`config.mk`:
```
export PLATFORM = sky130hd
export DESIGN_NAME = fifo_flex
export DESIGN_NICKNAME = d
export VERILOG_FILES = /design/src/rtl/fifo_flex.sv
export SDC_FILE = /design/constraint.sdc
export NUM_CORES = 1
export LEC_CHECK = 0
export BUFFER_PORTS_ARGS = -buffer_cell sky130_fd_sc_hd__buf_2
export CAP_MARGIN = 20
export CORE_MARGIN = 4
export CORE_UTILIZATION = 60
export CTS_CLUSTER_DIAMETER = 120
export DETAILED_ROUTE_END_ITERATION = 12
export PLACE_DENSITY_LB_ADDON = 0.05
export SYNTH_ARGS = -nofsm -noshare
export SYNTH_HDL_FRONTEND = slang
export SYNTH_SLANG_ARGS = --single-unit
```
`constraint.sdc`:
```
create_clock -name clk_i -period 6.6 [get_ports clk_i]
set_clock_uncertainty 0.2 [all_clocks]
set_input_delay 1.32 -clock clk_i [delete_from_list [all_inputs] [get_ports clk_i]]
set_output_delay 1.32 -clock clk_i [all_outputs]
set_load 0.02 [all_outputs]
```
`src/rtl/fifo_flex.sv`:
```
`default_nettype none
// ============================================================================
//  Module   : fifo_flex
//  Brief    : Valid/ready FIFO of any depth >= 2, optional registered output,
//             occupancy count, almost-full/almost-empty flags, sync flush.
//  Revision : 1.0  initial release
// ============================================================================
module fifo_flex #(
    parameter int SIZEDATA  = 32,
    parameter int DEPTHFIFO = 8,
    parameter int REG_OUT   = 0,
    parameter int AF_TH     = 6,
    parameter int AE_TH     = 1,
    localparam int CAP      = DEPTHFIFO + REG_OUT,
    localparam int CW       = $clog2(CAP + 1)
) (
    input  logic                clk_i,
    input  logic                rst_i,
    input  logic                flush_i,
    input  logic                valid_i,
    input  logic [SIZEDATA-1:0] data_i,
    output logic                ready_o,
    output logic                valid_o,
    output logic [SIZEDATA-1:0] data_o,
    input  logic                ready_i,
    output logic [CW-1:0]       count_o,
    output logic                almost_full_o,
    output logic                almost_empty_o
);

    localparam int            PW         = (DEPTHFIFO > 1) ? $clog2(DEPTHFIFO) : 1;
    localparam logic [PW-1:0] c_ptr_last = PW'(DEPTHFIFO - 1);
    localparam logic [CW-1:0] c_cap      = CW'(CAP);
    localparam logic [CW-1:0] c_af_th    = CW'(AF_TH);
    localparam logic [CW-1:0] c_ae_th    = CW'(AE_TH);

    logic [SIZEDATA-1:0] r_mem [DEPTHFIFO];
    logic [PW-1:0]       r_wr_ptr;
    logic [PW-1:0]       r_rd_ptr;
    logic [CW-1:0]       r_count;

    logic w_ready;
    logic w_valid;
    logic w_push;
    logic w_pop;
    logic w_arr_wr;
    logic w_arr_rd;

    // Explicit wrap so non-power-of-2 depths work.
    function automatic logic [PW-1:0] ptr_inc(input logic [PW-1:0] p);
        return (p == c_ptr_last) ? '0 : p + PW'(1);
    endfunction

    assign w_ready = (r_count < c_cap) & ~rst_i & ~flush_i;
    assign w_push  = valid_i & w_ready;
    assign w_pop   = w_valid & ready_i;

    always_ff @(posedge clk_i) begin
        if (rst_i || flush_i) begin
            r_wr_ptr <= '0;
            r_rd_ptr <= '0;
            r_count  <= '0;
        end else begin
            if (w_arr_wr) r_wr_ptr <= ptr_inc(r_wr_ptr);
            if (w_arr_rd) r_rd_ptr <= ptr_inc(r_rd_ptr);
            if (w_push && !w_pop)
                r_count <= r_count + CW'(1);
            else if (!w_push && w_pop)
                r_count <= r_count - CW'(1);
        end
    end

    // Array cleared on reset so the combinational read path shows zero afterwards.
    always_ff @(posedge clk_i) begin
        if (rst_i) begin
            for (int i = 0; i < DEPTHFIFO; i++) r_mem[i] <= '0;
        end else if (w_arr_wr) begin
            r_mem[r_wr_ptr] <= data_i;
        end
    end

    generate
        if (REG_OUT == 0) begin : g_comb_out
            assign w_valid  = (r_count != '0);
            assign data_o   = r_mem[r_rd_ptr];
            assign w_arr_wr = w_push;
            assign w_arr_rd = w_pop;
        end else begin : g_reg_out
            logic                r_ovld;
            logic [SIZEDATA-1:0] r_odata;
            logic [CW-1:0]       w_arr_cnt;
            logic                w_arr_empty;
            logic                w_load;

            // The output register is always refilled first, so ovld=0 implies an empty array.
            assign w_arr_cnt   = r_count - CW'(r_ovld);
            assign w_arr_empty = (w_arr_cnt == '0);
            assign w_load      = ~r_ovld | w_pop;
            assign w_arr_rd    = w_load & ~w_arr_empty;
            assign w_arr_wr    = w_push & ~(w_load & w_arr_empty);

            always_ff @(posedge clk_i) begin
                if (rst_i) begin
                    r_ovld  <= 1'b0;
                    r_odata <= '0;
                end else if (flush_i) begin
                    r_ovld  <= 1'b0;
                end else if (w_load) begin
                    if (!w_arr_empty) begin
                        r_odata <= r_mem[r_rd_ptr];
                        r_ovld  <= 1'b1;
                    end else if (w_push) begin
                        r_odata <= data_i;
                        r_ovld  <= 1'b1;
                    end else begin
                        r_ovld  <= 1'b0;
                    end
                end
            end

            assign w_valid = r_ovld;
            assign data_o  = r_odata;
        end
    endgenerate

    assign ready_o        = w_ready;
    assign valid_o        = w_valid;
    assign count_o        = r_count;
    assign almost_full_o  = (r_count >= c_af_th);
    assign almost_empty_o = (r_count <= c_ae_th);

endmodule
`default_nettype wire

```
## After elaboration in Yosys (flattened, before gate mapping)

Memories as Yosys holds them, arrays and structs flattened. A register that Yosys moved wholly into a read port is not among the register bits.
Index checks and enable logic that the tools add are counted.

| storage, ports and cells | value |
|---|---|
| input port bits | 37 |
| RAM bits | 256 |
| memories kept | 1 |
| logic and storage cells | 41 |
| output and inout bits | 40 |
| register bits | 10 |

Memories:

| name | words | width | rd ports | clocked after Yosys merged registers in | write ports | line | text |
|---|---|---|---|---|---|---|---|
| r_mem | 8 | 32 | 1 | 1 | 8 | 37 | `logic [SIZEDATA-1:0] r_mem [DEPTHFIFO];` |

| operators by class | value |
|---|---|
| mux-type cells | 14 |
| equal/unequal tests | 2 |
| $lt $le $gt $ge | 3 |
| bitwise gates (word level) | 6 |
| add/subtract/negate cells | 4 |
| reductions and logical operators | 8 |

Operators with widths:

| operator | count |
|---|---|
| $mux W32 | 1 |
| $reduce_or A32 Y1 | 1 |
| $mux W3 | 5 |
| $mux W4 | 2 |
| $add A3 B1 Y3 const B | 2 |
| $eq A3 B3 Y1 const B | 2 |
| $mux W1 | 6 |
| $add A4 B1 Y4 const B | 1 |
| $and A1 B1 Y1 | 4 |
| $ge A4 B3 Y1 const B | 1 |
| $le A4 B1 Y1 const B | 1 |
| $lt A4 B4 Y1 const B | 1 |
| $reduce_bool A4 Y1 | 1 |
| $sub A4 B1 Y4 const B | 1 |
| $logic_and A1 B1 Y1 | 2 |
| $logic_not A1 Y1 | 2 |
| $not A1 Y1 | 2 |
| $reduce_bool A2 Y1 | 1 |
| $logic_or A1 B1 Y1 | 1 |

## Logic depth before layout (Yosys ltp)

Gate-level depths: netlist of the first run.

| depth | value |
|---|---|
| depth in word-level cells | 9 |
| mapped depth | 9 |
| depth with buffers taken out | 9 |

## Least setup slack after synthesis of the first run

OpenSTA, ideal clock, no wires.

| timing path | value |
|---|---|
| path kind | input to output |
| start | input port rst_i |
| end | output port ready_o |
| arrival | 1.920 ns |
| cell stages on the path | 2 |
| buffers on the path | 0 |
| path slack | 3.160 ns |
| path through | or2_2 -> nor2_1 |

| on the way | value |
|---|---|
| cells in the longest elaborated chain, start to end | 3 |

Ends and longest elaborated chain:

| what | line | text |
|---|---|---|
| from (decl) | 18 | `input logic rst_i,` |
| $not A1 Y1 | 54 | `assign w_ready = (r_count < c_cap) & ~rst_i & ~flush_i;` |
| $and A1 B1 Y1 (2 in series) | 54 |  |
| to (decl) | 22 | `output logic ready_o,` |

No other way between the ends.

==> results_dict.tcl, run 1 <==
set metrics [dict create \
    outcome "finished clean" \
    share_clk_of_total_power 0.401 \
    num_rows 52 \
    yosys.area_share.simple 0.166 \
    dpl.hpwl_um 14700 \
    first_pass_grt_wire_length_um 38500 \
    dr.first_iter.drc_count 425 \
    peakVddDrop_mv 0.249 \
    yosys.area_share.adder 0.00917 \
    avgSynthCellArea_um2 16.6 \
    clock_latency_ps 520 \
    postSynthCellCount 741 \
    report.final.setup_viol 0 \
    diodes 0 \
    netSwitchingPower_mw 0.765 \
    synth-seq-cells 269 \
    path_category_of_the_worst_min_delay_check "flip-flop to flip-flop" \
    worst-slew-pin-transition_ps 1020 \
    share_of_the_synthesized_area_in_the_top_cell_type 0.626 \
    synth_compound_gate_area_share 0.00367 \
    setup_total_negative_slack_ps 0 \
    cts-hold-fix-buffers 0 \
    hold_violations 0 \
    core_area_um2 20200 \
    layout-drive-gt1-share 0.379 \
    globalplace.congestion 0.743 \
    timing.fmax_mhz 216 \
    flow.area_growth_from_synthesis_pct 11.6 \
    antenna_violations_before_repair 0 \
    route.antenna.remaining_nets 0 \
    rsz0062_at_grt "no" \
    synth-warning-count 0 \
    clockBufferDepth 3 \
    leakage_power_nw 5.12 \
    intPower_mw 2.89 \
    post_cts_buffers 0 \
    start_util 0.609 \
    synth_seq_area_share 0.647 \
    clkTransAtPathRegs_ps 60 \
    synth.cell_area_um2 12300 \
    worstPathMaxFanout 48 \
    period_minus_slack_ps 4640 \
    ctsHtreeMaxLevel 1 \
    numClockSinks 269 \
    max_cap_violations 0 \
    p_seq_frac 0.536 \
    cp_data_required_time_ps 5080 \
    grt-ovfl-total 0 \
    io_pins 77 \
    synth_area_leaders "sky130_fd_sc_hd__edfxtp_1 (63%), sky130_fd_sc_hd__mux4_2 (12%), sky130_fd_sc_hd__and2_1 (9.2%)" \
    drt_first_pass_iters 4 \
    fp.dieArea_um2 22800 \
    combinational_group_share_of_total_power 0.063 \
    width_of_the_die_um 151 \
    slew_headroom 0.323 \
    yosysTopAreaCell "sky130_fd_sc_hd__edfxtp_1" \
    synth_top_family_by_area "simple AND/OR/NAND/NOR gates" \
    first_global_vias 6816 \
    sw_frac_of_total 0.209 \
    gr-usage-all-layers 0.222 \
    synthXorXnorAreaFrac 0.00143 \
    detailroute.via_count 6340 \
    fill_cells 1380 \
    synthDistinctLibCells 34 \
    drt-wirelength-per-cell_um 22.2 \
    critical_path_class "flip-flop to primary output" \
    worst_setup_path_end_kind "primary output" \
    finish.instance_area_um2 13700 \
    ctsRootBufferMaster "sky130_fd_sc_hd__clkbuf_16" \
    p_per_area_nw_per_um2 267 \
    post_synth_mux_area_share 0.152 \
    routed_wl_um 24500 \
    synth_nets 787 \
    cts_tree "yes" \
    finalCritPeriodShare 0.703 \
    cts.repair.resized 0 \
    cts_inserted_buffers 27 \
    drc_errors 0 \
    grt_max_degree 49 \
    detail_route.vias_per_cell 5.76 \
    worstPathArrival_ps 3120 \
    overall_die_height_um 151 \
    fin_nets 858 \
    placed_area_um2 12900 \
    crit_path_start_kind "flip-flop" \
    port-buffer-count 76 \
    maxSlewViolCount 0 \
]
## cell usage after synthesis
library cell,count
sky130_fd_sc_hd__mux2_2,33
sky130_fd_sc_hd__inv_1,7
sky130_fd_sc_hd__nand2b_1,1
sky130_fd_sc_hd__o21ai_0,4
sky130_fd_sc_hd__ha_1,9
sky130_fd_sc_hd__nor3_1,1
sky130_fd_sc_hd__nor3_4,4
sky130_fd_sc_hd__xor2_1,1
sky130_fd_sc_hd__mux4_2,64
sky130_fd_sc_hd__clkbuf_2,24
sky130_fd_sc_hd__nor3b_1,1
sky130_fd_sc_hd__edfxtp_1,256
sky130_fd_sc_hd__buf_6,1
sky130_fd_sc_hd__xnor2_1,1
sky130_fd_sc_hd__nand4_1,1
sky130_fd_sc_hd__mux2i_1,5
sky130_fd_sc_hd__nor2b_1,2
sky130_fd_sc_hd__buf_2,7
sky130_fd_sc_hd__buf_1,1
sky130_fd_sc_hd__or2_2,9
sky130_fd_sc_hd__nand2_1,4
sky130_fd_sc_hd__or3_1,1
sky130_fd_sc_hd__bufinv_8,1
sky130_fd_sc_hd__or4_1,2
sky130_fd_sc_hd__a21oi_1,5
sky130_fd_sc_hd__or4b_1,1
sky130_fd_sc_hd__dfxtp_1,13
sky130_fd_sc_hd__clkbuf_1,11
sky130_fd_sc_hd__and2_2,76
sky130_fd_sc_hd__nor4_4,4
sky130_fd_sc_hd__and2_1,180
sky130_fd_sc_hd__nor2_1,9
sky130_fd_sc_hd__nand3_1,1
sky130_fd_sc_hd__nand4b_1,1
## sequential cells by signal, summed over array words and instances (netlist names), named ones only
| register | count |
|---|---|
| r_rd_ptr | 3 |
| r_mem | 256 |
| count_o | 4 |
| r_wr_ptr | 3 |
## per-stage QoR
stage	power (mW)	utilization	instances	hold slack, ps	worst slack [ps]
2_1_floorplan	2.13	-	741	268	3160
3_3_place_gp	2.22	0.638	1053	282	2250
3_5_place_dp	2.23	0.638	1053	307	2160
4_1_cts	3.68	0.679	1101	318	1850
5_1_grt	3.77	0.679	1101	357	1740
6_report	3.66	0.679	1101	318	1960
## per-layer routing
metal	track usage	vias up	part of all wire
met1	0.305	3303	0.43
li1	-	2877	-
met2	0.382	122	0.52
met5	0	-	0
met3	0.0293	38	0.036
met4	0.0526	0	0.019
## final timing paths
kind	start	slack [ps]	end	cells after the start
worst max-delay path	flip-flop	1960	data_o[16]	4
worst max register to register	count_o[3]	3250	r_mem[0][17]	4
worst min register to register	r_rd_ptr[1]	320	flip-flop	2
worst min-delay path	r_rd_ptr[1]	320	flip-flop	2
## layout by cell type (no fill, tap or decap), drive strengths merged, types with 5 or more instances in the layout
cell,n
edfxtp,256
and2,256
buf,86
mux4,64
clkbuf,37
mux2,33
dfxtp,13
or2,9
nor2,9
ha,9
clkinv,8
inv,7
mux2i,5
a21oi,5
nor3,5
## critical path, stage by stage (launching register included)
cell and delay [ps]:
sky130_fd_sc_hd__dfxtp_4 1010, sky130_fd_sc_hd__buf_4 500, sky130_fd_sc_hd__mux4_2 600, sky130_fd_sc_hd__mux2_2 290, sky130_fd_sc_hd__buf_2 160
## cell type report
type	count	area, um^2	area share
flip-flops and latches	269	7950	0.580
multi-input cells	420	4070	0.297
clock buffers	37	713	0.0520
repair buffers	86	455	0.0332
well taps	270	338	0.0247
clock inverters	11	126	0.00922
inverters	8	43.8	0.00320
## power by group through the flow
stage	sequential, mW	combinational (mW)	clock [mW]
4_1_cts	1.96	0.234	1.49
6_report	1.96	0.230	1.47
3_5_place_dp	2.00	0.233	0
5_1_grt	1.97	0.250	1.55
2_1_floorplan	1.98	0.155	0
3_3_place_gp	1.99	0.227	0
## cells by family (layout without fill, tap and decap cells)
kind of cell,after synthesis,count (layout)
mux,102,102
xor+xnor,2,2
simple gates,298,298
flops,269,269
fa+ha+maj,9,9
buf+inv,52,142
compound gates,9,9
(Power assumes the default switching activity.)
==> inputs of run 2 (changes only) <==
clock period = 4.55 ns   (was 6.6 ns; I/O delays follow)
==> results_dict.tcl, run 2 (synthesized netlist as in run 1, its figures left out) <==
set metrics [dict create \
    ctsRootBufferMaster "sky130_fd_sc_hd__clkbuf_16" \
    drc_errors 0 \
    clockBufferDepth 3 \
    core_area_um2 20200 \
    layout.cells.most_common "sky130_fd_sc_hd__edfxtp_1" \
    worst_r2r_path_depth 4 \
    path_category_of_the_worst_min_delay_check "flip-flop to flip-flop" \
    routed_wl_um 24600 \
    timing.hold.worst_path_depth 2 \
    cts-hold-fix-buffers 0 \
    largest_register "r_mem" \
    hold_violations 0 \
    slew_headroom 0.330 \
    worstPathMaxFanout 30 \
    combinational_group_share_of_total_power 0.063 \
    first_global_vias 6802 \
    detailroute.via_count 6333 \
    width_of_the_die_um 151 \
    drt_first_pass_iters 5 \
    maxSlewViolCount 0 \
    numClockSinks 269 \
    port-buffer-count 76 \
    layout-drive-gt1-share 0.392 \
    finalCritPeriodShare 0.833 \
    worst_setup_path_end_kind "primary output" \
    cts.repair.resized 0 \
    fin_nets 870 \
    crit_path_start_kind "flip-flop" \
    cts_inserted_buffers 28 \
    post-place-cells 1064 \
    hold_path_startpoint "r_rd_ptr[1]" \
    fp.dieArea_um2 22800 \
    dpl.hpwl_um 14200 \
    final-instance-count-excl-fill 1117 \
    leakage_power_nw 5.25 \
    report.final.setup_viol 0 \
    p_per_area_nw_per_um2 396 \
    clkTransAtPathRegs_ps 60 \
    dr.first_iter.drc_count 434 \
    overall_die_height_um 151 \
    peakVddDrop_mv 0.332 \
    cts_tree "yes" \
    intPower_mw 4.36 \
    commonest_cells_after_routing_fill_and_taps_aside "sky130_fd_sc_hd__edfxtp_1 (256), sky130_fd_sc_hd__and2_1 (180), sky130_fd_sc_hd__and2_2 (76), sky130_fd_sc_hd__buf_2 (76), sky130_fd_sc_hd__mux4_2 (64)" \
    worstReg2RegEnd "r_mem[1][26]" \
    drt-wirelength-per-cell_um 22.0 \
    share_clk_of_total_power 0.424 \
    setup_total_negative_slack_ps 0 \
    post_cts_buffers 0 \
    r2r_start "count_o[3]" \
    ff2ff_setup_slack_ps 1690 \
    sw_frac_of_total 0.211 \
    worst-slew-pin-transition_ps 1000 \
    globalplace.congestion 0.723 \
    utilization 0.693 \
    detail_route.vias_per_cell 5.67 \
    num_rows 52 \
    clock_latency_ps 540 \
    cp_data_required_time_ps 3440 \
    critical_path_class "flip-flop to primary output" \
    grt-ovfl-total 0 \
    worstPathArrival_ps 2680 \
    gr-usage-all-layers 0.223 \
    grt_max_degree 33 \
    outcome "finished clean" \
    number_of_flip_flops_in_the_largest_register 256 \
    rsz0062_at_grt "no" \
    start_util 0.609 \
    timing.fmax_mhz 264 \
    max_cap_violations 0 \
    flow.area_growth_from_synthesis_pct 13.8 \
    first_pass_grt_wire_length_um 38200 \
    ctsHtreeMaxLevel 1 \
    antenna_violations_before_repair 1 \
    p_seq_frac 0.513 \
    io_pins 77 \
    netSwitchingPower_mw 1.17 \
    period_minus_slack_ps 3790 \
    route.antenna.remaining_nets 0 \
]
run 2: cell types whose count changed in the layout (fill, tap and decap cells not counted):
| cell | previous run | this run |
|---|---|---|
| sky130_fd_sc_hd__buf_12 | 0 | 6 |
| sky130_fd_sc_hd__buf_4 | 10 | 15 |
| sky130_fd_sc_hd__clkbuf_1 | 10 | 6 |
| sky130_fd_sc_hd__bufinv_16 | 3 | 5 |
| sky130_fd_sc_hd__clkinv_1 | 3 | 5 |
| sky130_fd_sc_hd__clkbuf_16 | 27 | 28 |
| sky130_fd_sc_hd__clkinv_2 | 5 | 6 |
| sky130_fd_sc_hd__clkinv_8 | 0 | 1 |
| sky130_fd_sc_hd__clkinvlp_4 | 0 | 1 |
| sky130_fd_sc_hd__diode_2 | 0 | 1 |
run 2: layer usage:
layer / track usage / routed length (um)
met2: 0.388 / 12600
met3: 0.0356 / 1250
met5: 0 / 12
met1: 0.305 / 10300
met4: 0.0372 / 306
run 2: critical path: stages (launching register included):
cell and delay, ps:
sky130_fd_sc_hd__dfxtp_4 780, sky130_fd_sc_hd__buf_4 380, sky130_fd_sc_hd__mux4_2 550, sky130_fd_sc_hd__mux2_2 270, sky130_fd_sc_hd__buf_2 160
run 2: layout make-up:
class / instances / area [um^2]
Sequential cell: 269 / 7950
Fill cell: 1409 / 6200
Multi-Input combinational cell: 420 / 4070
Clock buffer: 34 / 723
Timing Repair Buffer: 97 / 613
Tap cell: 270 / 338
Clock inverter: 18 / 223
Inverter: 8 / 43.8
Antenna cell: 1 / 2.50
run 2: how the worst max path moves through the flow:
stage | slack [ps] | cells after the start | end
global placement | 1060 | 5 | r_mem[1][19]
detailed placement | 990 | 5 | r_mem[1][24]
floorplan | 1640 | 4 | r_mem[4][0]
finish | 760 | 4 | data_o[25]
global route | 570 | 4 | data_o[23]
CTS | 670 | 4 | data_o[25]
run 2: power groups by stage:
stage / clock (mW) / combinational, mW / sequential [mW]
2_1_floorplan: 0 / 0.225 / 2.87
3_3_place_gp: 0 / 0.346 / 2.88
3_5_place_dp: 0 / 0.354 / 2.89
4_1_cts: 2.38 / 0.356 / 2.84
5_1_grt: 2.47 / 0.378 / 2.84
6_report: 2.34 / 0.349 / 2.84
run 2: through the flow:
| stage | power (mW) | hold WS (ps) | cell area [um^2] | setup WS [ps] |
|---|---|---|---|---|
| finish | 5.53 | 315 | 14000 | 759 |
| global route | 5.69 | 349 | 14000 | 573 |
| CTS | 5.57 | 306 | 14000 | 675 |
| detailed placement | 3.24 | 292 | 13000 | 994 |
| global placement | 3.23 | 269 | 13000 | 1060 |
| floorplan | 3.10 | 268 | 12300 | 1640 |
==> inputs of run 3 (changes only) <==
clock period = 3.84 ns   (was 4.55 ns; I/O delays follow)
==> results_dict.tcl, run 3 (synthesized netlist as in run 1, its figures left out) <==
set metrics [dict create \
    critical_path_class "flip-flop to primary output" \
    p_per_area_nw_per_um2 448 \
    setup_total_negative_slack_ps 0 \
    fp.dieArea_um2 22800 \
    crit_path_start_kind "flip-flop" \
    worstReg2RegEnd "r_mem[5][8]" \
    cts.repair.resized 0 \
    overall_die_height_um 151 \
    clockBufferDepth 3 \
    drc_errors 0 \
    cts_inserted_buffers 27 \
    largest_register "r_mem" \
    grt-ovfl-total 0 \
    dpl.hpwl_um 14500 \
    flow.area_growth_from_synthesis_pct 13.1 \
    slew_headroom 0.472 \
    rsz0062_at_grt "no" \
    report.final.setup_viol 0 \
    antenna_violations_before_repair 2 \
    utilization 0.688 \
    grt_max_degree 65 \
    timing.critical_path.slowest_stage_cell "sky130_fd_sc_hd__mux4_2" \
    first_pass_grt_wire_length_um 39100 \
    power.total_mw 6.22 \
    detailroute.via_count 6425 \
    dr.first_iter.drc_count 391 \
    r2r_start "count_o[3]" \
    timing.hold.worst_path_depth 2 \
    fin_nets 869 \
    worst_r2r_path_depth 4 \
    layout.cells.most_common "sky130_fd_sc_hd__edfxtp_1" \
    cts_tree "yes" \
    outcome "finished clean" \
    finish.instance_area_um2 13900 \
    drt-wirelength-per-cell_um 22.8 \
    hold_violations 0 \
    detail_route.vias_per_cell 5.79 \
    num_rows 52 \
    route.antenna.remaining_nets 0 \
    ctsHtreeMaxLevel 1 \
    cpPeakStageDelay_ps 580 \
    critical-path-top-delay-family "multiplexers" \
    ctsRootBufferMaster "sky130_fd_sc_hd__clkbuf_16" \
    globalplace.congestion 0.784 \
    number_of_flip_flops_in_the_largest_register 256 \
    io_pins 77 \
    worstPathMaxFanout 28 \
    timing.fmax_mhz 294 \
    cts-hold-fix-buffers 0 \
    gr-usage-all-layers 0.231 \
    core_area_um2 20200 \
    drt_first_pass_iters 4 \
    post_cts_buffers 0 \
    leakage_power_nw 5.21 \
    worstPathCellList "buf_4 > mux4_2 > mux2_2 > buf_2" \
    width_of_the_die_um 151 \
    peakVddDrop_mv 0.373 \
    placed_area_um2 13100 \
    worstPathArrival_ps 2430 \
    first_global_vias 6929 \
    worst_setup_path_end_kind "primary output" \
    layout-drive-gt1-share 0.390 \
    ff2ff_setup_slack_ps 980 \
    clkTransAtPathRegs_ps 60 \
    period_minus_slack_ps 3400 \
    commonest_cells_after_routing_fill_and_taps_aside "sky130_fd_sc_hd__edfxtp_1 (256), sky130_fd_sc_hd__and2_1 (180), sky130_fd_sc_hd__and2_2 (76), sky130_fd_sc_hd__buf_2 (76), sky130_fd_sc_hd__mux4_2 (64)" \
    cp_data_required_time_ps 2870 \
    maxSlewViolCount 0 \
    routed_wl_um 25400 \
    hold_path_startpoint "r_rd_ptr[1]" \
    cp_num_buf_inv 2 \
    path_category_of_the_worst_min_delay_check "flip-flop to flip-flop" \
    worst-slew-pin-transition_ps 792 \
    clock_latency_ps 510 \
    numClockSinks 269 \
    max_cap_violations 0 \
    port-buffer-count 76 \
    start_util 0.609 \
    finalCritPeriodShare 0.885 \
]
[run 3: layer usage]
layer  vias to the layer above  GRT usage  part of all wire
met1                      3303      0.312              0.40
met3                        38     0.0329             0.055
li1                       2901          -                 -
met2                       181      0.401              0.53
met5                         -          0           0.00051
met4                         2     0.0562             0.019
[run 3: through the flow]
stage,hold WS (ps),worst slack [ps],std cells
after global placement,272,534,1064
after floorplan,268,1070,741
after detailed placement,303,445,1064
after CTS,317,370,1109
after global routing,346,302,1110
final,320,442,1110
[run 3: power by group]
part           switching [mW]  internal, mW  leakage, nW  total, mW
clock                    1.03          1.41        0.401       2.43
combinational           0.252         0.181         2.05      0.433
sequential             0.0365          3.31         2.75       3.35
total                    1.32          4.90         5.21       6.22
[run 3: worst max path at each step]
| stage | start | depth (start not counted) | to | slack (ps) |
|---|---|---|---|---|
| global placement | rst_i | 5 | r_mem[5][5] | 530 |
| floorplan | rst_i | 4 | r_mem[4][0] | 1070 |
| global route | flip-flop | 4 | data_o[11] | 300 |
| finish | flip-flop | 4 | data_o[11] | 440 |
| detailed placement | rst_i | 5 | r_mem[5][3] | 440 |
| CTS | flip-flop | 4 | data_o[11] | 370 |
[run 3: final cells by class]
type | instances | area, um^2
antenna | 1 | 2.50
clock buffer | 31 | 691
clock inverter | 14 | 114
fill | 1383 | 6290
inverter | 8 | 43.8
multi-input combinational | 420 | 4070
sequential | 269 | 7950
tap | 270 | 338
timing repair buffer | 97 | 663
[run 3: worst min-delay path, stage by stage (launching register included)]
cell and delay, ps:
sky130_fd_sc_hd__dfxtp_1 320, sky130_fd_sc_hd__o21ai_0 80, sky130_fd_sc_hd__a21oi_1 80
